## config.mk

```make
export PLATFORM = sky130hd
export DESIGN_NAME = bch_cmd_controller_flat
export DESIGN_NICKNAME = d
export VERILOG_FILES = /design/src/rtl/bch_pkg.sv /design/src/rtl/bch_cmd_controller_if.sv /design/src/rtl/bch_rsp_serializer.sv /design/src/rtl/bch_cmd_controller.sv /design/src/flat_wrapper.sv
export SDC_FILE = /design/constraint.sdc
export NUM_CORES = 1
export LEC_CHECK = 0
export ABC_AREA = 1
export BUFFER_PORTS_ARGS = -buffer_cell sky130_fd_sc_hd__buf_4
export CORE_ASPECT_RATIO = 1.5
export CORE_UTILIZATION = 50
export DETAILED_ROUTE_END_ITERATION = 7
export PLACE_DENSITY = 0.75
export REMOVE_ABC_BUFFERS = 1
export SLEW_MARGIN = 20
export SYNTH_ARGS = -nofsm -noshare
export SYNTH_HDL_FRONTEND = slang
export SYNTH_SLANG_ARGS = --single-unit
```

## constraint.sdc

```tcl
create_clock -name clk_i -period 1.6 [get_ports clk_i]
set_clock_uncertainty 0.1 [all_clocks]
set_input_delay 0.4 -clock clk_i [delete_from_list [all_inputs] [get_ports clk_i]]
set_output_delay 0.4 -clock clk_i [all_outputs]
set_load 0.02 [all_outputs]
```

## src/rtl/bch_pkg.sv

```systemverilog
// Shared constants, state encoding and frame helpers for the BCH command controller.
package bch_pkg;

   localparam logic [7:0] CMD_ENC     = 8'h01;
   localparam logic [7:0] CMD_DEC     = 8'h02;
   localparam logic [7:0] FRAME_TERM  = 8'h0F;
   localparam logic [7:0] RSP_ENC     = 8'h81;
   localparam logic [7:0] RSP_DEC     = 8'h82;
   localparam logic [7:0] RSP_ERR     = 8'hEE;
   localparam logic [7:0] RSP_UNCORR  = 8'hE2;
   localparam logic [7:0] ERR_CMD     = 8'h01;
   localparam logic [7:0] ERR_TIMEOUT = 8'h02;
   localparam int         FRAME_BYTES = 6;

   typedef enum logic [2:0] {
      ST_IDLE,
      ST_CHECK,
      ST_START,
      ST_WAIT,
      ST_LOAD,
      ST_SEND
   } ctrl_state_t;

   function automatic logic frame_ok(input logic [47:0] f);
      return ((f[47:40] == CMD_ENC) || (f[47:40] == CMD_DEC)) && (f[7:0] == FRAME_TERM);
   endfunction

   function automatic logic [47:0] err_rsp(input logic [7:0] code);
      return {RSP_ERR, code, 24'h00_0000, FRAME_TERM};
   endfunction

endpackage

```

## src/rtl/bch_cmd_controller_if.sv

```systemverilog
// Codec launch/result signals and the byte-wide response stream toward the UART transmitter.
interface bch_cmd_controller_if #(
   parameter int DATA_W = 32
) ();

   logic              enc_start;
   logic              dec_start;
   logic [DATA_W-1:0] codec_data;
   logic              codec_done;
   logic [DATA_W-1:0] codec_result;
   logic              codec_err;
   logic [7:0]        tx_data;
   logic              tx_valid;
   logic              tx_ready;

   modport master (
      output enc_start, dec_start, codec_data, tx_data, tx_valid,
      input  codec_done, codec_result, codec_err, tx_ready
   );

   modport slave (
      input  enc_start, dec_start, codec_data, tx_data, tx_valid,
      output codec_done, codec_result, codec_err, tx_ready
   );

endinterface

```

## src/rtl/bch_rsp_serializer.sv

```systemverilog
// Loads a 48-bit response word and streams it MSB byte first over valid/ready.
module bch_rsp_serializer
   import bch_pkg::*;
(
   input  logic        clk_i,
   input  logic        rst_i,
   input  logic        load_i,
   input  logic [47:0] word_i,
   output logic [7:0]  tx_data_o,
   output logic        tx_valid_o,
   input  logic        tx_ready_i,
   output logic        done_o
);

   localparam logic [2:0] LAST_IDX = 3'(FRAME_BYTES - 1);

   logic [47:0] sh_q, sh_d;
   logic [2:0]  idx_q, idx_d;
   logic        vld_q, vld_d;
   logic        xfer;

   assign xfer       = vld_q & tx_ready_i;
   assign tx_data_o  = sh_q[47:40];
   assign tx_valid_o = vld_q;
   assign done_o     = xfer && (idx_q == LAST_IDX);

   always_comb begin
      sh_d  = sh_q;
      idx_d = idx_q;
      vld_d = vld_q;
      if (load_i) begin
         sh_d  = word_i;
         idx_d = 3'd0;
         vld_d = 1'b1;
      end else if (xfer) begin
         // Shifting zeros in leaves tx_data at 0 once the frame is out.
         sh_d = {sh_q[39:0], 8'h00};
         if (idx_q == LAST_IDX) begin
            idx_d = 3'd0;
            vld_d = 1'b0;
         end else begin
            idx_d = idx_q + 3'd1;
         end
      end
   end

   always_ff @(posedge clk_i) begin
      if (rst_i) begin
         sh_q  <= '0;
         idx_q <= '0;
         vld_q <= 1'b0;
      end else begin
         sh_q  <= sh_d;
         idx_q <= idx_d;
         vld_q <= vld_d;
      end
   end

endmodule

```

## src/rtl/bch_cmd_controller.sv

```systemverilog
// Validates UART command frames, launches the BCH codec and returns a 6-byte response.
module bch_cmd_controller
   import bch_pkg::*;
#(
   parameter int DATA_W         = 32,
   parameter int TIMEOUT_CYCLES = 1000000
) (
   input  logic                  clk_i,
   input  logic                  rst_i,
   input  logic [47:0]           frame_i,
   input  logic                  frame_ready_i,
   output logic                  busy_o,
   output logic                  drop_o,
   bch_cmd_controller_if.master  bus
);

   localparam int              CNT_W    = $clog2(TIMEOUT_CYCLES) + 1;
   localparam logic [CNT_W-1:0] CNT_LAST = CNT_W'(TIMEOUT_CYCLES - 1);

   ctrl_state_t       state_q, state_d;
   logic [47:0]       frame_q, frame_d;
   logic [47:0]       rsp_q, rsp_d;
   logic [CNT_W-1:0]  cnt_q, cnt_d;
   logic [DATA_W-1:0] data_q, data_d;
   logic              fr_q, fr_d;
   logic              enc_q, enc_d;
   logic              dec_q, dec_d;
   logic              busy_q, busy_d;
   logic              drop_q, drop_d;
   logic              rise;
   logic              ser_done;
   logic [7:0]        hdr;

   assign rise = frame_ready_i & ~fr_q;
   assign hdr  = bus.codec_err ? RSP_UNCORR :
                 (frame_q[47:40] == CMD_DEC) ? RSP_DEC : RSP_ENC;

   always_comb begin
      state_d = state_q;
      frame_d = frame_q;
      rsp_d   = rsp_q;
      cnt_d   = cnt_q;
      data_d  = data_q;
      fr_d    = frame_ready_i;
      enc_d   = 1'b0;
      dec_d   = 1'b0;
      drop_d  = drop_q;
      if (rise && (state_q != ST_IDLE)) drop_d = 1'b1;

      case (state_q)
         ST_IDLE: begin
            if (rise) begin
               frame_d = frame_i;
               state_d = ST_CHECK;
            end
         end
         ST_CHECK: begin
            if (frame_ok(frame_q)) begin
               state_d = ST_START;
            end else begin
               rsp_d   = err_rsp(ERR_CMD);
               state_d = ST_LOAD;
            end
         end
         ST_START: begin
            // Start pulse and payload register together, so data is valid with the pulse.
            data_d  = frame_q[39:8];
            enc_d   = (frame_q[47:40] == CMD_ENC);
            dec_d   = (frame_q[47:40] == CMD_DEC);
            cnt_d   = '0;
            state_d = ST_WAIT;
         end
         ST_WAIT: begin
            if (bus.codec_done) begin
               rsp_d   = {hdr, bus.codec_result, FRAME_TERM};
               state_d = ST_LOAD;
            end else if (cnt_q == CNT_LAST) begin
               rsp_d   = err_rsp(ERR_TIMEOUT);
               state_d = ST_LOAD;
            end else begin
               cnt_d = cnt_q + 1'b1;
            end
         end
         ST_LOAD: state_d = ST_SEND;
         ST_SEND: if (ser_done) state_d = ST_IDLE;
         default: state_d = ST_IDLE;
      endcase

      busy_d = (state_d != ST_IDLE);
   end

   always_ff @(posedge clk_i) begin
      if (rst_i) begin
         state_q <= ST_IDLE;
         frame_q <= '0;
         rsp_q   <= '0;
         cnt_q   <= '0;
         data_q  <= '0;
         fr_q    <= 1'b0;
         enc_q   <= 1'b0;
         dec_q   <= 1'b0;
         busy_q  <= 1'b0;
         drop_q  <= 1'b0;
      end else begin
         state_q <= state_d;
         frame_q <= frame_d;
         rsp_q   <= rsp_d;
         cnt_q   <= cnt_d;
         data_q  <= data_d;
         fr_q    <= fr_d;
         enc_q   <= enc_d;
         dec_q   <= dec_d;
         busy_q  <= busy_d;
         drop_q  <= drop_d;
      end
   end

   assign bus.enc_start  = enc_q;
   assign bus.dec_start  = dec_q;
   assign bus.codec_data = data_q;
   assign busy_o         = busy_q;
   assign drop_o         = drop_q;

   bch_rsp_serializer u_ser (
      .clk_i      (clk_i),
      .rst_i      (rst_i),
      .load_i     (state_q == ST_LOAD),
      .word_i     (rsp_q),
      .tx_data_o  (bus.tx_data),
      .tx_valid_o (bus.tx_valid),
      .tx_ready_i (bus.tx_ready),
      .done_o     (ser_done)
   );

endmodule

```

## src/flat_wrapper.sv

```systemverilog
// flat-port wrapper written by rule: the top's interface ports become plain ports
module bch_cmd_controller_flat import bch_pkg::*;
#(
   parameter int DATA_W         = 32,
   parameter int TIMEOUT_CYCLES = 1000000
)
  (clk_i, rst_i, frame_i, frame_ready_i, busy_o, drop_o, bus_enc_start, bus_dec_start, bus_codec_data, bus_tx_data, bus_tx_valid, bus_codec_done, bus_codec_result, bus_codec_err, bus_tx_ready);
  bch_cmd_controller_if #(.DATA_W(DATA_W)) bus_i ();
  input  logic clk_i;
  input  logic rst_i;
  input  logic [47:0] frame_i;
  input  logic frame_ready_i;
  output logic busy_o;
  output logic drop_o;
  output wire logic [$bits(bus_i.enc_start)-1:0] bus_enc_start;
  output wire logic [$bits(bus_i.dec_start)-1:0] bus_dec_start;
  output wire logic [$bits(bus_i.codec_data)-1:0] bus_codec_data;
  output wire logic [$bits(bus_i.tx_data)-1:0] bus_tx_data;
  output wire logic [$bits(bus_i.tx_valid)-1:0] bus_tx_valid;
  input wire logic [$bits(bus_i.codec_done)-1:0] bus_codec_done;
  input wire logic [$bits(bus_i.codec_result)-1:0] bus_codec_result;
  input wire logic [$bits(bus_i.codec_err)-1:0] bus_codec_err;
  input wire logic [$bits(bus_i.tx_ready)-1:0] bus_tx_ready;
  assign bus_enc_start = bus_i.enc_start;
  assign bus_dec_start = bus_i.dec_start;
  assign bus_codec_data = bus_i.codec_data;
  assign bus_tx_data = bus_i.tx_data;
  assign bus_tx_valid = bus_i.tx_valid;
  assign bus_i.codec_done = bus_codec_done;
  assign bus_i.codec_result = bus_codec_result;
  assign bus_i.codec_err = bus_codec_err;
  assign bus_i.tx_ready = bus_tx_ready;
  bch_cmd_controller #(.DATA_W(DATA_W), .TIMEOUT_CYCLES(TIMEOUT_CYCLES)) u_core (.clk_i(clk_i), .rst_i(rst_i), .frame_i(frame_i), .frame_ready_i(frame_ready_i), .busy_o(busy_o), .drop_o(drop_o), .bus(bus_i));
endmodule
```

# Yosys cells after proc, flatten, opt, wreduce, memory -nomap -nowiden

Cells that the tools add are included.

Register bits: 209
Input bits: 86
Output and inout bits: 45
Logic and storage cells: 71

Add/subtract/negate cells: 2
Equal/unequal tests: 14
Mux-type cells: 21
Bitwise gates (word level): 4
Reduce and logical (&&, ||, !) cells: 17

Operators by type and width:

| kind                                            | count |
|---|---|
| two-way mux 48 bit                              | 5 |
| one-hot mux 48 bit (2 select lines)             | 1 |
| two-way mux 21 bit                              | 2 |
| one-hot mux 21 bit (2 select lines)             | 1 |
| adder 21 x 1 -> 21 bit, second input constant   | 1 |
| == test 21 x 20 -> 1 bit, second input constant | 1 |
| two-way mux 3 bit                               | 6 |
| one-hot mux 3 bit (6 select lines)              | 1 |
| == test 3 bit, second input constant            | 3 |
| == test 8 x 1 -> 1 bit, second input constant   | 1 |
| == test 8 x 2 -> 1 bit, second input constant   | 1 |
| == test 8 x 4 -> 1 bit, second input constant   | 1 |
| two-way mux 8 bit                               | 1 |
| nonzero test 2 bit                              | 4 |
| == test 3 x 2 -> 1 bit, second input constant   | 2 |
| inequality test 2 bit, second input constant    | 3 |
| AND reduction 3 bit                             | 2 |
| nonzero test 3 bit                              | 2 |
| AND reduction 2 bit                             | 2 |
| OR reduction 2 bit                              | 2 |
| adder 3 x 1 -> 3 bit, second input constant     | 1 |
| == test 3 x 1 -> 1 bit, second input constant   | 1 |
| logical AND 1 bit                               | 3 |
| logical NOT 3 bit                               | 1 |
| 6 further kinds                                 | 10 |

# Longest topological paths before layout

Gate-level depths: netlist of the first run.

Depth in word-level cells: 6
Depth in mapped cells: 11
Depth with buffers taken out: 11

# Hierarchy

From an unflattened synthesis of the first run, not the netlist that was laid out.

Cell total of the unflattened synthesis: 1133
Area, all modules: 8149.1 µm²

By module, submodules not included:

| module             | instances | cells each | area each (µm²) | sequential area each (µm²) |
|---|---|---|---|---|
| bch_cmd_controller | 1         | 790        | 5748.0          | 2922.8 |
| bch_rsp_serializer | 1         | 343        | 2401.1          | 1041.0 |

# Least setup slack after synthesis of the first run

No wires, ideal clock.

Kind: reg-to-reg
From: register u_core.cnt_q[0]
To: register u_core.cnt_q[2]
Setup time: 0.117 ns
Arrival: 1.551 ns
Required time: 1.383 ns
Path slack: -0.168 ns
Stages on the path, launching flop included: 10
Buffers on the path: 1
Period minus slack after synthesis: 1.768 ns
Path through: dfxtp_1 ha_1 nand3_2 nor2_2 nand3_2 nand2_2 nand2_2 buf_4 a21oi_1 nor2_1

Word-level cells in the longest chain between the ends: 4
Elaborated cells on any way between the ends: 7
Those cells by class: add/sub: 1; eq/ne: 2; mux: 3; reduce/logical: 1

RTL lines:

| element                             | line                      | RTL |
|---|---|---|
| from (decl)                         | bch_cmd_controller.sv:23  | `logic [CNT_W-1:0] cnt_q, cnt_d;` |
| from (signal assigned)              | bch_cmd_controller.sv:108 | `cnt_q <= cnt_d;` |
| adder 21 x 1 -> 21 bit              | bch_cmd_controller.sv:81  | `cnt_d = cnt_q + 1'b1;` |
| two-way mux 21 bit                  | bch_cmd_controller.sv:77  | `end else if (cnt_q == CNT_LAST) begin` |
| two-way mux 21 bit                  | bch_cmd_controller.sv:74  | `if (bus.codec_done) begin` |
| one-hot mux 21 bit (2 select lines) | bch_cmd_controller.sv:50  | `case (state_q)` |

Parallel ways exist; a longest one is shown, timed or not. The select of a mux whose other input is x is not followed.
A chain may end at the register's enable or synchronous reset.

# Final worst setup path of the first run

From: register u_core.cnt_q[9]
To: register u_core.rsp_q[33]

Word-level cells in the longest chain between the ends: 3

RTL lines:

| element                                  | line                      | RTL |
|---|---|---|
| == test 21 x 20 -> 1 bit                 | bch_cmd_controller.sv:77  |  |
| inequality test 3 x 2 -> 1 bit (no line) | n/a                       |  |
| AND reduction 3 bit (no line)            | n/a                       |  |
| to (signal assigned)                     | bch_cmd_controller.sv:107 | `rsp_q <= rsp_d;` |
| to (decl)                                | bch_cmd_controller.sv:22  | `logic [47:0] rsp_q, rsp_d;` |

Every way passes these cells.

==> out/results.env, run 1 <==
DRIVE_ABOVE_1_SHARE=0.291
PORT_BUFFERS=130
REMAINING_DRC_ERRORS=0
NETLIST_AREA_MM2=0.00772
DIEHEIGHT_UM=154
CLOCK_TREE.HTREE_LEVEL_COUNT=4
COREAREA_MM2=0.0151
CTS-ROOT-BUF='sky130_fd_sc_hd__clkbuf_16'
SLEW_LIMIT_HEADROOM=0.670
CTS_MAX_PATH_BUFFERS=2
DRT-TOTAL-WL_UM=20600
GRT_MAX_DEGREE=41
CTS.SINKS=191
SYNTH_SEQ_AREA_SHARE=0.495
TIGHTEST_PIN_TRANSITION_NS=0.495
CTSHOLDBUFFERS=0
HOLD_VIOL=0
FIRST_PASS_ITERS=7
TIMING.CRITICAL_PATH.TO_TYPE='register'
FP.DIEAREA_MM2=0.0159
TIMING.FMAX_MHz=594
POST_SYNTH.CELL_AREA_AVG_UM2=7.43
LAYOUT_WORST_PATH_CYCLE_SHARE=1.05
MIN_PATH_CELLS=3
DETAILEDROUTE.FIRSTITERATIONVIOLATIONS=365
FIN_TOTAL_PWR_uW=10800
SETUP.WORST_PATH.START_CLASS='register'
SETUP_VIOL_COUNT_FINAL=59
AVGVIACOUNTPERCELL=5.30
INITIAL_UTILIZATION=0.512
R2R.WORST_PATH.CELLS=11
GROUTE.USAGE.OVERALL=0.259
GR-TOTAL-OVERFLOW=0
VIOLATED_CHECKS='setup timing'
CLK-INSERTION-DELAY-LATE_NS=0.43
CRITICAL_PATH.MAX_FANOUT=7
INITIAL_ANTENNA_VIOLATION_COUNT=0
NETS=1292
LAYOUT_MIN_CYCLE_TIME_NS=1.68
CRITICAL-PATH-TOP-DELAY-FAMILY='simple AND/OR/NAND/NOR gates'
CTS_INSERTED_BUFFERS=17
YS_TYPES=32
MAXIMUM_CAPACITANCE_VIOLATIONS=0
WORSTSETUPPATHTYPE='register to register'
INSERTEDDIODECOUNT=0
TNS_NS=-3.36
TRITONCTS_CLOCK_TREE='yes'
OUTCOME='finished, violations left'
IRDROPWORSTVDD_mV=0.740
DIE_WIDTH_UM=103
CRITPATHBUFINV=4
HOLDCRITPATHCLASS='primary input to register'
WORST_EP_ARRIVAL_TIME_NS=1.95
MAX_SLEW_VIOLATIONS=0
POSTSYNTHCELLCOUNT=1039
AVGROUTEDWIREPERCELL_UM=14.5
TOTAL_NUMBER_OF_VIAS=7509
GRT_SETUP_UNREPAIRED='yes'
STD_CELL_ROWS=55
YS_SEQ_ELEMENTS=191
SYNTH-WARNING-COUNT=0
FINAL_SETUP_SLACK_OF_THE_WORST_PATH_NS=-0.0845
CLKTRANSATPATHREGS_NS=0.08
CP_SLOWEST_STAGE_DELAY_NS=0.34
DETAIL-ROUTE-ANTENNA-NETS=0
GRT_PASS1_WL_UM=32500
REG_TO_REG_SLACK_SETUP_NS=-0.08
TIMING.CRITICAL_PATH.CELLS='inv_2, nor2_1, nand2_1, nor2_2, buf_4, nand4_1, buf_6, nand3_4, buf_6, o21bai_1, nor2_1'
LEAKAGE_uW=0.00423
WORST-ENDPOINT-REQUIRED_NS=1.86
PATH_DEPTH=11
CRITICAL_PATH.SLOWEST_CELL='sky130_fd_sc_hd__dfxtp_2'
IO_PINS=131
FILLCELLCOUNT=1221
SYN_TO_FINAL_GROWTH_PCT=34.5
CELLPOWERDENSITY_mW_PER_MM2=1040
FINALWEIGHTEDCONGESTION=0.885
DP_HPWL_UM=13600
FIRST_GLOBAL_VIAS=7222
-- cells by family (layout without fill, tap and decap cells) --
| logic type | after synthesis | after routing | synth area share |
|---|---|---|---|
| and+or+nand+nor | 456 | 456 | 0.251 |
| buffers and inverters | 145 | 324 | 0.0798 |
| AOI/OAI and AO/OA | 239 | 239 | 0.164 |
| xor gates and xnor gates | 7 | 7 | 0.00794 |
| DFF | 191 | 191 | 0.495 |
| adders and majority gates | 1 | 1 | 0.00162 |
-- metal layers --
metal	part of all wire	GRT usage	wire, um
met3	0.056	0.0696	1150
met2	0.52	0.447	10600
met1	0.39	0.285	8080
met4	0.035	0.135	710
met5	0	0	0
-- registers in the layout, summed over array words and instances (netlist names) --
name and cells:
u_core.frame_q 48, u_core.u_ser.sh_q 41, u_core.rsp_q 37, u_core.bus.codec_data 32, u_core.cnt_q 21, u_core.state_q 3
u_core.u_ser.idx_q 3, u_core.bus.dec_start 1, u_core.bus.enc_start 1, u_core.busy_o 1, u_core.drop_o 1, u_core.fr_q 1
u_core.u_ser.tx_valid_o 1
-- cells in the mapped netlist --
| library cell | number | area (um2) |
|---|---|---|
| sky130_fd_sc_hd__nand2_1 | 250 | 938 |
| sky130_fd_sc_hd__dfxtp_1 | 191 | 3820 |
| sky130_fd_sc_hd__nor2_1 | 114 | 428 |
| sky130_fd_sc_hd__o21ai_0 | 107 | 536 |
| sky130_fd_sc_hd__a21oi_1 | 93 | 465 |
| sky130_fd_sc_hd__inv_1 | 69 | 259 |
| sky130_fd_sc_hd__clkbuf_1 | 42 | 158 |
| sky130_fd_sc_hd__nand4_1 | 37 | 231 |
| sky130_fd_sc_hd__nand3_1 | 30 | 150 |
| sky130_fd_sc_hd__a31oi_1 | 28 | 175 |
| sky130_fd_sc_hd__buf_2 | 15 | 75.1 |
| sky130_fd_sc_hd__buf_4 | 10 | 75.1 |
| sky130_fd_sc_hd__nor2_2 | 9 | 56.3 |
| sky130_fd_sc_hd__xor2_1 | 7 | 61.3 |
| sky130_fd_sc_hd__nand2_2 | 6 | 37.5 |
| sky130_fd_sc_hd__inv_2 | 5 | 18.8 |
| sky130_fd_sc_hd__nand3_2 | 4 | 40.0 |
| sky130_fd_sc_hd__a21oi_2 | 3 | 26.3 |
| sky130_fd_sc_hd__o21bai_1 | 3 | 22.5 |
| sky130_fd_sc_hd__buf_6 | 2 | 22.5 |
| sky130_fd_sc_hd__nor3_1 | 2 | 10.0 |
| sky130_fd_sc_hd__nor3_4 | 2 | 32.5 |
| sky130_fd_sc_hd__a211oi_1 | 1 | 7.51 |
| sky130_fd_sc_hd__a21oi_4 | 1 | 16.3 |
| sky130_fd_sc_hd__buf_1 | 1 | 3.75 |
| sky130_fd_sc_hd__clkinv_1 | 1 | 3.75 |
| sky130_fd_sc_hd__ha_1 | 1 | 12.5 |
| sky130_fd_sc_hd__nor3b_1 | 1 | 7.51 |
| sky130_fd_sc_hd__nor4_1 | 1 | 6.26 |
| sky130_fd_sc_hd__o211ai_1 | 1 | 7.51 |
| sky130_fd_sc_hd__o21ai_1 | 1 | 5.00 |
| sky130_fd_sc_hd__o22ai_1 | 1 | 6.26 |
-- through the flow --
stage / worst slack, ns / instance area, um2 / cells / hold WS, ns / util
floorplan: -0.989 / 7380 / 969 / 0.327 / -
global placement: -0.0540 / 9320 / 1377 / 0.330 / 0.618
detailed placement: -0.100 / 9320 / 1377 / 0.335 / 0.618
CTS: -0.0347 / 10100 / 1413 / 0.0946 / 0.669
global route: -0.180 / 10400 / 1417 / 0.0948 / 0.689
finish: -0.0845 / 10400 / 1417 / 0.103 / 0.689
-- final cells by class --
cell class | instances | area, um2 | area share
well taps | 199 | 249 | 0.0240
multi-input cells | 703 | 3550 | 0.342
flip-flops and latches | 191 | 3840 | 0.370
inverters | 75 | 282 | 0.0271
repair buffers | 217 | 1880 | 0.181
clock buffers | 18 | 439 | 0.0423
clock inverters | 14 | 144 | 0.0139
-- worst register-to-register path: cells and delay by family, from the launching register on --
kind / cells / cell delay (ns)
flops: 1 / 0.34
buf+inv: 4 / 0.48
compound gates: 1 / 0.06
simple gates: 6 / 0.65
-- cell usage in the layout (no fill, tap or decap), drive strengths merged, types with 3 or more instances in the layout --
cell	instances
nand3	34
clkbuf	22
xor2	7
a31oi	28
o21bai	3
nor2	123
buf	213
nand4	37
a21oi	97
clkinv	6
nor3	4
inv	80
dfxtp	191
clkinvlp	3
o21ai	108
nand2	256
-- power breakdown --
group / internal (uW) / leakage, uW / switching, uW
registers: 5060 / 0.00156 / 140
clock network: 2120 / 0.000277 / 2020
logic: 609 / 0.00239 / 816
total: 7790 / 0.00423 / 2970
-- worst paths after layout --
check                                        from                               to
setup reg to reg     u_core.cnt_q[9]$_SDFFE_PP0P_    u_core.rsp_q[33]$_SDFFE_PP0P_
setup / recovery     u_core.cnt_q[9]$_SDFFE_PP0P_    u_core.rsp_q[33]$_SDFFE_PP0P_
hold reg to reg   u_core.frame_q[14]$_SDFFE_PP0P_  u_core.frame_q[14]$_SDFFE_PP0P_
hold / removal                        frame_i[30]  u_core.frame_q[30]$_SDFFE_PP0P_
-- repair_timing --
action                                 CTS  global route
endpoints found under the hold margin    0             0
gates cloned                             1             4
pin swaps                               11            18
setup endpoints to repair               62           108
resized for setup                       47            83
buffers inserted                         3             0
Note: power is estimated with default switching activity, not from simulation.
==> run 2: changes to the inputs <==
SKIP_LAST_GASP = 1   (was not set)
==> out/results.env, run 2 (synthesized netlist as in run 1, its figures left out) <==
TIMING.CRITICAL_PATH.TO_TYPE='register'  # unchanged
CTS_INSERTED_BUFFERS=17  # unchanged
PLACEDINSTANCEAREA_MM2=0.00932  # unchanged
AVGVIACOUNTPERCELL=5.27  # was 5.30
CRITICAL_PATH.SLOWEST_CELL='sky130_fd_sc_hd__dfxtp_2'  # unchanged
VIOLATED_CHECKS='setup timing'  # unchanged
GROUTE.USAGE.OVERALL=0.258  # was 0.259
CP_SLOWEST_STAGE_DELAY_NS=0.34  # about the same
GR-TOTAL-OVERFLOW=0  # unchanged
LAYOUT_MIN_CYCLE_TIME_NS=1.63  # was 1.68 ns
INITIAL_ANTENNA_VIOLATION_COUNT=0  # unchanged
CLOCK_TREE.HTREE_LEVEL_COUNT=4  # unchanged
TIMING.RR.START='u_core.cnt_q[9]$_SDFFE_PP0P_'  # unchanged
WORST_EP_ARRIVAL_TIME_NS=1.82  # was 1.95 ns
MAXIMUM_CAPACITANCE_VIOLATIONS=0  # unchanged
IRDROPWORSTVDD_mV=0.746  # was 0.740 mV
CELLPOWERDENSITY_mW_PER_MM2=1030  # was 1040 mW/mm2
MOSTFREQUENTLAYOUTCELLS='sky130_fd_sc_hd__nand2_1, sky130_fd_sc_hd__buf_4, sky130_fd_sc_hd__dfxtp_1, sky130_fd_sc_hd__nor2_1, sky130_fd_sc_hd__o21ai_0'  # unchanged
CRITICAL_PATH.MAX_FANOUT=8  # was 7
GRT_PASS1_WL_UM=32400  # was 32,500 um
CLKTRANSATPATHREGS_NS=0.08  # about the same
HOLD_VIOL=0  # unchanged
INITIAL_UTILIZATION=0.512  # unchanged
STDCELL_COUNT=1421  # was 1,417
POWER.SWITCHING_uW=2970  # about the same
WORST-ENDPOINT-REQUIRED_NS=1.79  # was 1.86 ns
STARTPOINT='u_core.cnt_q[9]$_SDFFE_PP0P_'  # unchanged
REMAINING_DRC_ERRORS=0  # unchanged
TRITONCTS_CLOCK_TREE='yes'  # unchanged
BIGGESTREGSBYFLOPS='u_core.frame_q x48, u_core.u_ser.sh_q x41, u_core.rsp_q x37'  # unchanged
TOP_REGISTER='u_core.frame_q'  # unchanged
GRT_MAX_DEGREE=41  # unchanged
MAX_SLEW_VIOLATIONS=0  # unchanged
SLEW_LIMIT_HEADROOM=0.663  # was 0.670
DETAIL-ROUTE-ANTENNA-NETS=0  # unchanged
CLK-INSERTION-DELAY-LATE_NS=0.43  # about the same
SWITCHING_FRACTION=0.276  # about the same
AVGROUTEDWIREPERCELL_UM=14.3  # was 14.5 um
TIMING.HOLD.WORST.START='frame_i[30]'  # unchanged
PART_OF_THE_POWER_IN_COMBINATIONAL_LOGIC=0.132  # about the same
TIMING.HOLD.WS_NS=0.104  # was 0.103 ns
PORT_BUFFERS=130  # unchanged
FP.DIEAREA_MM2=0.0159  # unchanged
TIGHTEST_PIN_TRANSITION_NS=0.505  # was 0.495 ns
CLOCKPOWERSHARE=0.384  # about the same
POWER.INTERNAL_uW=7790  # about the same
DIE_WIDTH_UM=103  # unchanged
OUTCOME='finished, violations left'  # unchanged
TIMING.FMAX_MHz=614  # was 594 MHz
IO_PINS=131  # unchanged
SETUP_VIOL_COUNT_FINAL=35  # was 59
CTS-ROOT-BUF='sky130_fd_sc_hd__clkbuf_16'  # unchanged
NETS=1296  # was 1,292
PLACED_CELLS_INCL_TAPS=1377  # unchanged
LARGEST_REGISTER_FF_COUNT=48  # unchanged
MOST_USED_CELL_CP='sky130_fd_sc_hd__nor2_1'
SHARE_SEQ_OF_TOTAL_POWER=0.484  # was 0.483
SYN_TO_FINAL_GROWTH_PCT=34.8  # was 34.5%
FINALINSTANCEAREA_MM2=0.0104  # about the same
INSERTEDDIODECOUNT=0  # unchanged
FINALWEIGHTEDCONGESTION=0.885  # unchanged
TOTAL_NUMBER_OF_VIAS=7483  # was 7,509
DETAILEDROUTE.FIRSTITERATIONVIOLATIONS=348  # was 365
HOLDCRITPATHCLASS='primary input to register'  # unchanged
CTS_MAX_PATH_BUFFERS=2  # unchanged
LAYOUT_WORST_PATH_CYCLE_SHARE=1.02  # was 1.05
STD_CELL_ROWS=55  # unchanged
DRT-TOTAL-WL_UM=20300  # was 20,600 um
FIRST_GLOBAL_VIAS=7200  # was 7,222
FINAL_COMMON_CELL='sky130_fd_sc_hd__nand2_1'  # unchanged
FIN_TOTAL_PWR_uW=10800  # about the same
FINAL_SETUP_SLACK_OF_THE_WORST_PATH_NS=-0.0295  # was -0.0845 ns
WORSTSETUPPATHTYPE='register to register'  # unchanged
FIRST_PASS_ITERS=8  # was 7
DRIVE_ABOVE_1_SHARE=0.291  # about the same
DIEHEIGHT_UM=154  # unchanged
SETUP.WORST_PATH.START_CLASS='register'  # unchanged
GRT_SETUP_UNREPAIRED='yes'  # unchanged
PRE_CTS_WS_NS=-0.100  # unchanged
LEAKAGE_uW=0.00422  # was 0.00423 uW
CTS.SINKS=191  # unchanged
DP_HPWL_UM=13600  # unchanged
TIMING.CRITICAL_PATH.CELLS='inv_2, nor2_1, nand2_1, nor2_2, buf_4, nand3_4, a21oi_4, buf_6, nor2_1, nor2_1, nor2_1'  # was inv_2, nor2_1, nand2_1, nor2_2, buf_4, nand4_1, buf_6, nand3_4, buf_6, o21bai_1, nor2_1
COREAREA_MM2=0.0151  # unchanged
==> run 2: power groups by stage <==
| stage | Combinational [uW] | Sequential (uW) | Clock [uW] |
|---|---|---|---|
| 6_report | 1420 | 5200 | 4140 |
| 5_1_grt | 1580 | 5230 | 4420 |
| 3_5_place_dp | 1330 | 5300 | 0 |
| 3_3_place_gp | 1310 | 5290 | 0 |
| 2_1_floorplan | 667 | 5300 | 0 |
| 4_1_cts | 1360 | 5190 | 4200 |
==> run 2: final timing paths <==
| kind | slack (ns) | cells past startpoint | end |
|---|---|---|---|
| hold reg to reg | 0.34 | 2 | u_core.frame_q[47]$_SDFFE_PP0P_ |
| hold / removal | 0.10 | 3 | u_core.frame_q[30]$_SDFFE_PP0P_ |
| setup reg to reg | -0.03 | 11 | u_core.cnt_q[19]$_SDFFE_PP0P_ |
| setup / recovery | -0.03 | 11 | u_core.cnt_q[19]$_SDFFE_PP0P_ |
==> run 2: worst max-delay path, delay by kind of cell, from the launching register on <==
family	cells	cell delay, ns
DFF	1	0.34
AOI/OAI and AO/OA	1	0.17
and+or+nand+nor	7	0.55
buffers and inverters	3	0.33
==> run 2: stage by stage <==
step                      setup TNS [ns]  utilization
after floorplan                  -107.14            -
after global placement             -1.20        0.618
after detailed placement           -3.42        0.618
after CTS                         -0.234        0.668
after global routing               -9.48        0.690
final                             -0.531        0.690
==> run 2: timing repair <==
item,CTS,global route
endpoints found under the setup margin,62,108
setup buffers,3,4
gates resized for setup,41,74
pin swaps,10,24
hold buffers,0,0
gates cloned,1,4
==> run 2: area by class of cell <==
type | instances | area, um2
clock buffer | 18 | 439
clock inverter | 14 | 144
fill | 1217 | 4670
inverter | 75 | 282
multi-input combinational | 703 | 3540
sequential | 191 | 3840
tap | 199 | 249
timing repair buffer | 221 | 1910
==> run 2: layer usage <==
layer	vias to the layer above	wire length, um	global-route usage
met2	197	10300	0.445
met4	0	810	0.133
met5	-	0	0
met1	3481	8110	0.286
met3	66	1060	0.0673
li1	3739	-	-
